==> src/rtl/configurable_mode_fifo.sv <==
// Single-clock FIFO with selectable standard / first-word-fall-through read mode,
// programmable almost thresholds, fill level, synchronous flush and sticky error flags.
module configurable_mode_fifo #(
    parameter int DATA_WIDTH = 8,
    parameter int FIFO_DEPTH = 16,
    parameter int ADDR_WIDTH = $clog2(FIFO_DEPTH),
    parameter bit FWFT_MODE  = 1'b0
) (
    input  logic                  clk,
    input  logic                  rst_n,
    input  logic                  flush,
    input  logic                  wr_en,
    input  logic [DATA_WIDTH-1:0] wr_data,
    input  logic                  rd_en,
    input  logic [ADDR_WIDTH:0]   af_thresh,
    input  logic [ADDR_WIDTH:0]   ae_thresh,
    input  logic                  err_clr,
    output logic [DATA_WIDTH-1:0] rd_data,
    output logic                  rd_valid,
    output logic [ADDR_WIDTH:0]   level,
    output logic                  empty,
    output logic                  full,
    output logic                  almost_empty,
    output logic                  almost_full,
    output logic                  overflow,
    output logic                  underflow
);

    localparam logic [ADDR_WIDTH:0] DEPTH_LVL = (ADDR_WIDTH + 1)'(FIFO_DEPTH);

    logic [DATA_WIDTH-1:0] mem_q [FIFO_DEPTH];

    logic [ADDR_WIDTH:0]   wr_ptr_q, wr_ptr_d;
    logic [ADDR_WIDTH:0]   rd_ptr_q, rd_ptr_d;
    logic                  overflow_q, overflow_d;
    logic                  underflow_q, underflow_d;
    logic                  wr_accept, rd_accept;
    logic [ADDR_WIDTH-1:0] wr_idx, rd_idx;

    // Occupancy comes from the pointer difference; the extra wrap bit separates full from empty.
    assign level        = wr_ptr_q - rd_ptr_q;
    assign empty        = (level == '0);
    assign full         = (level == DEPTH_LVL);
    assign almost_full  = (level >= af_thresh);
    assign almost_empty = (level <= ae_thresh);
    assign overflow     = overflow_q;
    assign underflow    = underflow_q;

    assign wr_idx    = wr_ptr_q[ADDR_WIDTH-1:0];
    assign rd_idx    = rd_ptr_q[ADDR_WIDTH-1:0];
    assign wr_accept = wr_en && !full && !flush;
    assign rd_accept = rd_en && !empty && !flush;

    always_comb begin
        wr_ptr_d    = wr_ptr_q;
        rd_ptr_d    = rd_ptr_q;
        overflow_d  = overflow_q;
        underflow_d = underflow_q;
        if (flush) begin
            wr_ptr_d = '0;
            rd_ptr_d = '0;
        end else begin
            if (wr_accept) wr_ptr_d = wr_ptr_q + 1'b1;
            if (rd_accept) rd_ptr_d = rd_ptr_q + 1'b1;
        end
        // A fresh error in the clear cycle must survive the clear.
        if (err_clr) begin
            overflow_d  = 1'b0;
            underflow_d = 1'b0;
        end
        if (wr_en && full && !flush)  overflow_d  = 1'b1;
        if (rd_en && empty && !flush) underflow_d = 1'b1;
    end

    always_ff @(posedge clk or negedge rst_n) begin
        if (!rst_n) begin
            wr_ptr_q    <= '0;
            rd_ptr_q    <= '0;
            overflow_q  <= 1'b0;
            underflow_q <= 1'b0;
        end else begin
            wr_ptr_q    <= wr_ptr_d;
            rd_ptr_q    <= rd_ptr_d;
            overflow_q  <= overflow_d;
            underflow_q <= underflow_d;
        end
    end

    always_ff @(posedge clk) begin
        if (wr_accept) mem_q[wr_idx] <= wr_data;
    end

    generate
        if (FWFT_MODE) begin : g_fwft
            assign rd_data  = empty ? '0 : mem_q[rd_idx];
            assign rd_valid = !empty;
        end else begin : g_std
            logic [DATA_WIDTH-1:0] rd_data_q, rd_data_d;
            logic                  rd_valid_q, rd_valid_d;

            // Registered read: data holds between reads, valid pulses once per accepted read.
            always_comb begin
                rd_data_d  = rd_data_q;
                rd_valid_d = 1'b0;
                if (flush) begin
                    rd_data_d = '0;
                end else if (rd_accept) begin
                    rd_data_d  = mem_q[rd_idx];
                    rd_valid_d = 1'b1;
                end
            end

            always_ff @(posedge clk or negedge rst_n) begin
                if (!rst_n) begin
                    rd_data_q  <= '0;
                    rd_valid_q <= 1'b0;
                end else begin
                    rd_data_q  <= rd_data_d;
                    rd_valid_q <= rd_valid_d;
                end
            end

            assign rd_data  = rd_data_q;
            assign rd_valid = rd_valid_q;
        end
    endgenerate

endmodule

==> config.mk <==
export PLATFORM = sky130hd
export DESIGN_NAME = configurable_mode_fifo
export DESIGN_NICKNAME = d
export VERILOG_FILES = /design/src/rtl/configurable_mode_fifo.sv
export SDC_FILE = /design/constraint.sdc
export NUM_CORES = 1
export LEC_CHECK = 0
export BUFFER_PORTS_ARGS = -buffer_cell sky130_fd_sc_hd__buf_2
export CORE_MARGIN = 2
export CORE_UTILIZATION = 40
export CTS_CLUSTER_DIAMETER = 80
export DETAILED_ROUTE_END_ITERATION = 8
export GPL_TIMING_DRIVEN = 1
export SLEW_MARGIN = 20
export SYNTH_ARGS = -nofsm -noshare
export SYNTH_HDL_FRONTEND = slang
export SYNTH_SLANG_ARGS = --single-unit
==> constraint.sdc <==
create_clock -name clk -period 10.1 [get_ports clk]
set_clock_uncertainty 0.15 [all_clocks]
set_input_delay 1.515 -clock clk [delete_from_list [all_inputs] [get_ports clk]]
set_output_delay 1.515 -clock clk [all_outputs]
set_load 0.1 [all_outputs]
Yosys cells after proc, flatten, opt, wreduce, memory -nomap -nowiden
Memories as Yosys holds them, arrays and structs flattened.
Index checks and enable logic that the tools add are counted.
{"block": "word_totals", "ff_bits": 21, "ramBits": 128, "in_bits": 24, "out_inout_bits": 20, "wordCells": 42, "mem_count": 1}
{"name": "mem_q", "depth": 16, "width": 8, "read_ports": 1, "rd_clocked_by_memory_dff": 0, "wr": 1, "line_no": "31", "text": "logic [DATA_WIDTH-1:0] mem_q [FIFO_DEPTH];"}
{"block": "classes", "n_addsub": 3, "n_lt_le_gt_ge": 2, "n_eq_ne": 1, "n_mux": 13, "n_reduce_logical": 16}
{"op": "5-bit two-way mux", "count": 4}
{"op": "8-bit two-way mux", "count": 2}
{"op": "5-bit by 1-bit adder with 5-bit output, second input constant", "count": 2}
{"op": "1-bit logical AND", "count": 8}
{"op": "2-bit nonzero test", "count": 4}
{"op": "1-bit two-way mux", "count": 7}
{"op": "5-bit == test, second input constant", "count": 1}
{"op": "5-bit >= comparator", "count": 1}
{"op": "5-bit less-or-equal comparator", "count": 1}
{"op": "5-bit logical NOT", "count": 1}
{"op": "5-bit subtractor", "count": 1}
{"op": "1-bit logical NOT", "count": 3}

Longest topological paths before layout
{"block": "logic_depth", "word_depth": 7, "mapped_depth": 14, "ltp_nobuf": 13}

Least setup slack after synthesis
Ideal clock, no wire load.
{"block": "synth_path", "kind": "flip-flop to output port", "start": "register wr_ptr_q[0]", "end": "output almost_empty", "arrival_time_ns": 6.007, "t_required_ns": 8.435, "path_slack_ns": 2.428, "path_stages_with_launch": 11, "n_path_buf": 0, "cell_sequence": "dfrtp_1 > inv_1 > ha_1 > fa_1 > nand2b_1 > a21oi_1 > xor2_1 > inv_2 > ha_1 > nand3_1 > o311ai_0"}
{"block": "synth_via", "elab_chain_len": 2}
{"item": "start: declaration", "line_no": "33", "text": "logic [ADDR_WIDTH:0] wr_ptr_q, wr_ptr_d;"}
{"item": "start signal: assignment", "line_no": "82", "text": "wr_ptr_q <= wr_ptr_d;"}
{"item": "5-bit subtractor", "line_no": "41", "text": "assign level = wr_ptr_q - rd_ptr_q;"}
{"item": "via level[4]", "line_no": "20", "text": "output logic [ADDR_WIDTH:0] level,"}
{"item": "5-bit less-or-equal comparator", "line_no": "45", "text": "assign almost_empty = (level <= ae_thresh);"}
{"item": "end: declaration", "line_no": "23", "text": "output logic almost_empty,"}
The timed path passes the listed nets, and every way through them passes these cells.

Final worst setup path
{"block": "layout_path", "start": "register rd_ptr_q[2]", "end": "output almost_empty"}
{"block": "layout_via", "elab_chain_len": 2}
{"item": "start: declaration", "line_no": "34", "text": "logic [ADDR_WIDTH:0] rd_ptr_q, rd_ptr_d;"}
{"item": "start signal: assignment", "line_no": "83", "text": "rd_ptr_q <= rd_ptr_d;"}
{"item": "5-bit subtractor", "line_no": "41"}
{"item": "5-bit less-or-equal comparator", "line_no": "45"}
No other way between the ends.

==> run summary <==
The count of buffers added by post-CTS timing repair for setup is 0. The power per unit of standard cell area is 295 nW/um^2. Counting along the longest clock path gives a buffer depth of 2. The dominant synthesized flop cell is sky130_fd_sc_hd__edfxtp_1. Counting the fill cells in the layout gives between 1000 and 1500. The final count of pins violating max slew is 0. The clock insertion delay at the later pin of the skew report came out at 430 ps. During placement, the flow inserted port buffers numbering 43.

The via count is 3778. The number of synthesized flops with an enable pin is 128. At the pin with the least slew margin, the transition time is 910 ps. The number of antenna violations at the first check in global routing came out at 0.

The sort of element at the end of the critical path is an output port. The half-perimeter wire length of the detailed placement result came out at between 9000 and 10000 microns. The congestion estimate from routability-driven global placement came to roughly 0.8. The tool flagged a number of max-cap violations equal to 0. The run finished with clean final reports.

The final wirelength came out at 14200 microns. The share of cells above drive strength 1 came out at about 27%. The number of endpoints with negative hold slack in the final report is 0. The worst path uses 65.2% of the clock period.

The routed design could run at a clock period as short as 6590 ps. The placeable core region came out at 16300 sq um. The clock tree from TritonCTS is done. The count of state elements after synthesis came out at around 150. After detailed routing, the average wire length per cell comes to 20.3 microns. After clock tree synthesis, the flow added hold-fix buffers numbering 0. Counting every instance in the synthesized netlist gives approximately 410. The tree is rooted in a sky130_fd_sc_hd__clkbuf_16.

The maximum VDD drop is 0.000300 V. After clock tree synthesis, the clock-pin slew on the worst setup and hold paths is 60 ps. The number of antenna diodes in the final layout is 0. The number of instances resized during post-cts repair is 0. The die height came out at 133 microns. The largest driver fanout on the critical path came out at 20. A synthesized cell averages 16.0 sq um. The cell area after synthesis came out at 6620 sq um. In the global route stage, overall resource usage came out at 17.2%.

The initial utilization of the core area, before any placement, comes to 40.5%. sky130_fd_sc_hd__edfxtp_1 is the most common cell in the netlist. The total global routing overflow came out at 0. In the post-synthesis netlist, the biggest area contributors are sky130_fd_sc_hd__edfxtp_1 (58%), sky130_fd_sc_hd__mux4_2 (9.2%), sky130_fd_sc_hd__dfrtp_1 (7.9%). The sink count of the clock tree is between 100 and 150. The area growth from synthesis to final layout came out at 16.2%. The critical path required time is 8440 ps. The count of endpoints failing setup in the final report came out at 0. The share of flip-flops with an asynchronous set or reset after synthesis is 14.1%.

The path class of the tightest hold or removal check is reg -> reg. The pin count of the biggest net entering global routing came out at 49. Across all hold checks on the routed design, the worst slack comes to 344 ps. The post-detailed-route via-to-cell ratio came out at 5.39. The number of optimization iterations in the first detailed-route pass came out at 5. Pin placement for this block handled 44 I/O pins.

In this run the core area contains 47 standard-cell rows. STA classifies the critical path startpoint as a register. The total number of yosys warnings came out at 0.

After detailed routing, the number of remaining DRC violations is 0. The remaining number of nets flagged by the antenna check after routing is 0. The remaining max-slew budget at the tightest pin came out at 38.9%.

The sum of negative setup slack is 0 ps. Synthesis produced a netlist with a net count of 455. The final net count came out at 509. TritonCTS created 17 clock buffers. The count of cell types in the netlist came out at 60.

The share of the synthesized area in the top cell type came out at a little under 60%. Summed over all cells, the static leakage comes to 2.77 nW. The data arrival at the endpoint of the critical path is 4920 ps. The die outline area came out at 17600 sq um. The highest attainable clock frequency came out at 152 MHz. The number of H-tree levels is 4. In the synthesized netlist, the cells that appear most often are sky130_fd_sc_hd__edfxtp_1 (128), sky130_fd_sc_hd__mux4_2 (27), sky130_fd_sc_hd__nor2_1 (27).

The number of global-route vias before repair is between 3000 and 4000. sky130_fd_sc_hd__edfxtp_1 takes more of the synthesized area than any other cell. From left edge to right edge, the die measures 133 microns. After synthesis, flip-flops and latches occupy between 60% and 70% of the total area. The worst setup path is of the reg -> out kind. Setup repair after global routing left no endpoint under its margin. The first global-routing pass estimated 22300 microns of wire.

The violation count after the first detailed-routing iteration came out at a little over 300.
==> power breakdown <==
part           total (mW)  switching [mW]  leakage, nW  internal, mW
sequential          0.726          0.0202         1.44         0.706
clock               0.623           0.239        0.291         0.384
combinational       0.915           0.685         1.05         0.230
==> worst paths after layout <==
check                                              from                 endpoint  slack (ps)  cells after the start
worst max-delay path            rd_ptr_q[2]$_DFFE_PN0P_             almost_empty        3510                     13
worst min-delay path               overflow$_DFFE_PN0P_     overflow$_DFFE_PN0P_         340                      1
worst max register to register  rd_ptr_q[2]$_DFFE_PN0P_    mem_q[3][0]$_DFFE_PP_        5720                      8
worst min register to register     overflow$_DFFE_PN0P_     overflow$_DFFE_PN0P_         340                      1
max in group asynchronous                         rst_n  rd_ptr_q[0]$_DFFE_PN0P_        8530                      1
min in group asynchronous                         rst_n  wr_ptr_q[1]$_DFFE_PN0P_         900                      1
==> cell type report <==
cell class / count / area (sq um) / share of cell area [%]
Sequential cell: 149 / 4370 / 56.9
Clock inverter: 15 / 161 / 2.10
Inverter: 23 / 86.3 / 1.12
Timing Repair Buffer: 57 / 320 / 4.17
Multi-Input combinational cell: 220 / 2050 / 26.6
Clock buffer: 17 / 425 / 5.54
Tap cell: 220 / 275 / 3.58
==> registers in the layout, summed over array words and instances (netlist names) <==
signal,count
rd_valid,1
mem_q,128
overflow,1
rd_ptr_q,5
underflow,1
rd_data,8
wr_ptr_q,5
==> cell usage in the layout, fill, tap and decap left out, types with 4 or more instances in the layout <==
cell type and instances:
sky130_fd_sc_hd__edfxtp_1 128, sky130_fd_sc_hd__a21oi_1 6, sky130_fd_sc_hd__buf_4 14, sky130_fd_sc_hd__o221ai_1 4, sky130_fd_sc_hd__clkbuf_16 17, sky130_fd_sc_hd__dfrtp_1 20, sky130_fd_sc_hd__nand2b_1 6, sky130_fd_sc_hd__and2_1 5
sky130_fd_sc_hd__clkinv_2 6, sky130_fd_sc_hd__nand2_1 13, sky130_fd_sc_hd__nor4_1 12, sky130_fd_sc_hd__and4_1 4, sky130_fd_sc_hd__mux4_2 27, sky130_fd_sc_hd__nor2b_1 12, sky130_fd_sc_hd__a41oi_1 4, sky130_fd_sc_hd__ha_1 16
sky130_fd_sc_hd__o22a_1 4, sky130_fd_sc_hd__mux2i_1 10, sky130_fd_sc_hd__inv_1 21, sky130_fd_sc_hd__buf_2 43, sky130_fd_sc_hd__mux2_1 5, sky130_fd_sc_hd__o31ai_1 4, sky130_fd_sc_hd__nor2_1 27, sky130_fd_sc_hd__a2111oi_0 5
==> metrics by stage <==
step	cells	utilization, %	setup WS [ps]	power, mW	cell area [sq um]
after floorplan	414	-	2430	1.50	6620
after global placement	669	43.4	4110	1.65	7100
after detailed placement	669	43.4	3960	1.66	7100
after CTS	701	47.0	3490	2.29	7680
after global routing	701	47.0	3140	2.37	7680
final	701	47.0	3510	2.26	7680
==> per-layer routing <==
layer	vias to the layer above	global-route usage, %	routed length (microns)
li1	1740	-	-
met1	1905	23.0	6200
met2	115	27.8	7050
met3	18	4.33	763
met4	0	5.50	201
met5	-	0	0
==> kinds of logic after synthesis <==
family | synth area share [%]
AND/OR/NAND/NOR | 7.68
XOR/XNOR | 0.776
adder cells (fa/ha/maj) | 3.65
AO/OA/AOI/OAI | 6.66
multiplexers | 12.1
buffers and inverters | 3.12
flip-flops | 66.0
==> critical path: stages, from the launching register on <==
cell,delay (ps)
sky130_fd_sc_hd__dfrtp_1,910
sky130_fd_sc_hd__inv_1,270
sky130_fd_sc_hd__ha_1,530
sky130_fd_sc_hd__nand2b_1,90
sky130_fd_sc_hd__a21oi_1,170
sky130_fd_sc_hd__xor2_1,720
sky130_fd_sc_hd__inv_2,280
sky130_fd_sc_hd__ha_1,410
sky130_fd_sc_hd__nand3_1,110
sky130_fd_sc_hd__nor2_1,50
sky130_fd_sc_hd__a311oi_1,280
sky130_fd_sc_hd__nand2_1,90
sky130_fd_sc_hd__o311ai_0,100
sky130_fd_sc_hd__buf_2,490
No activity file was read; power rests on OpenSTA's default activity.
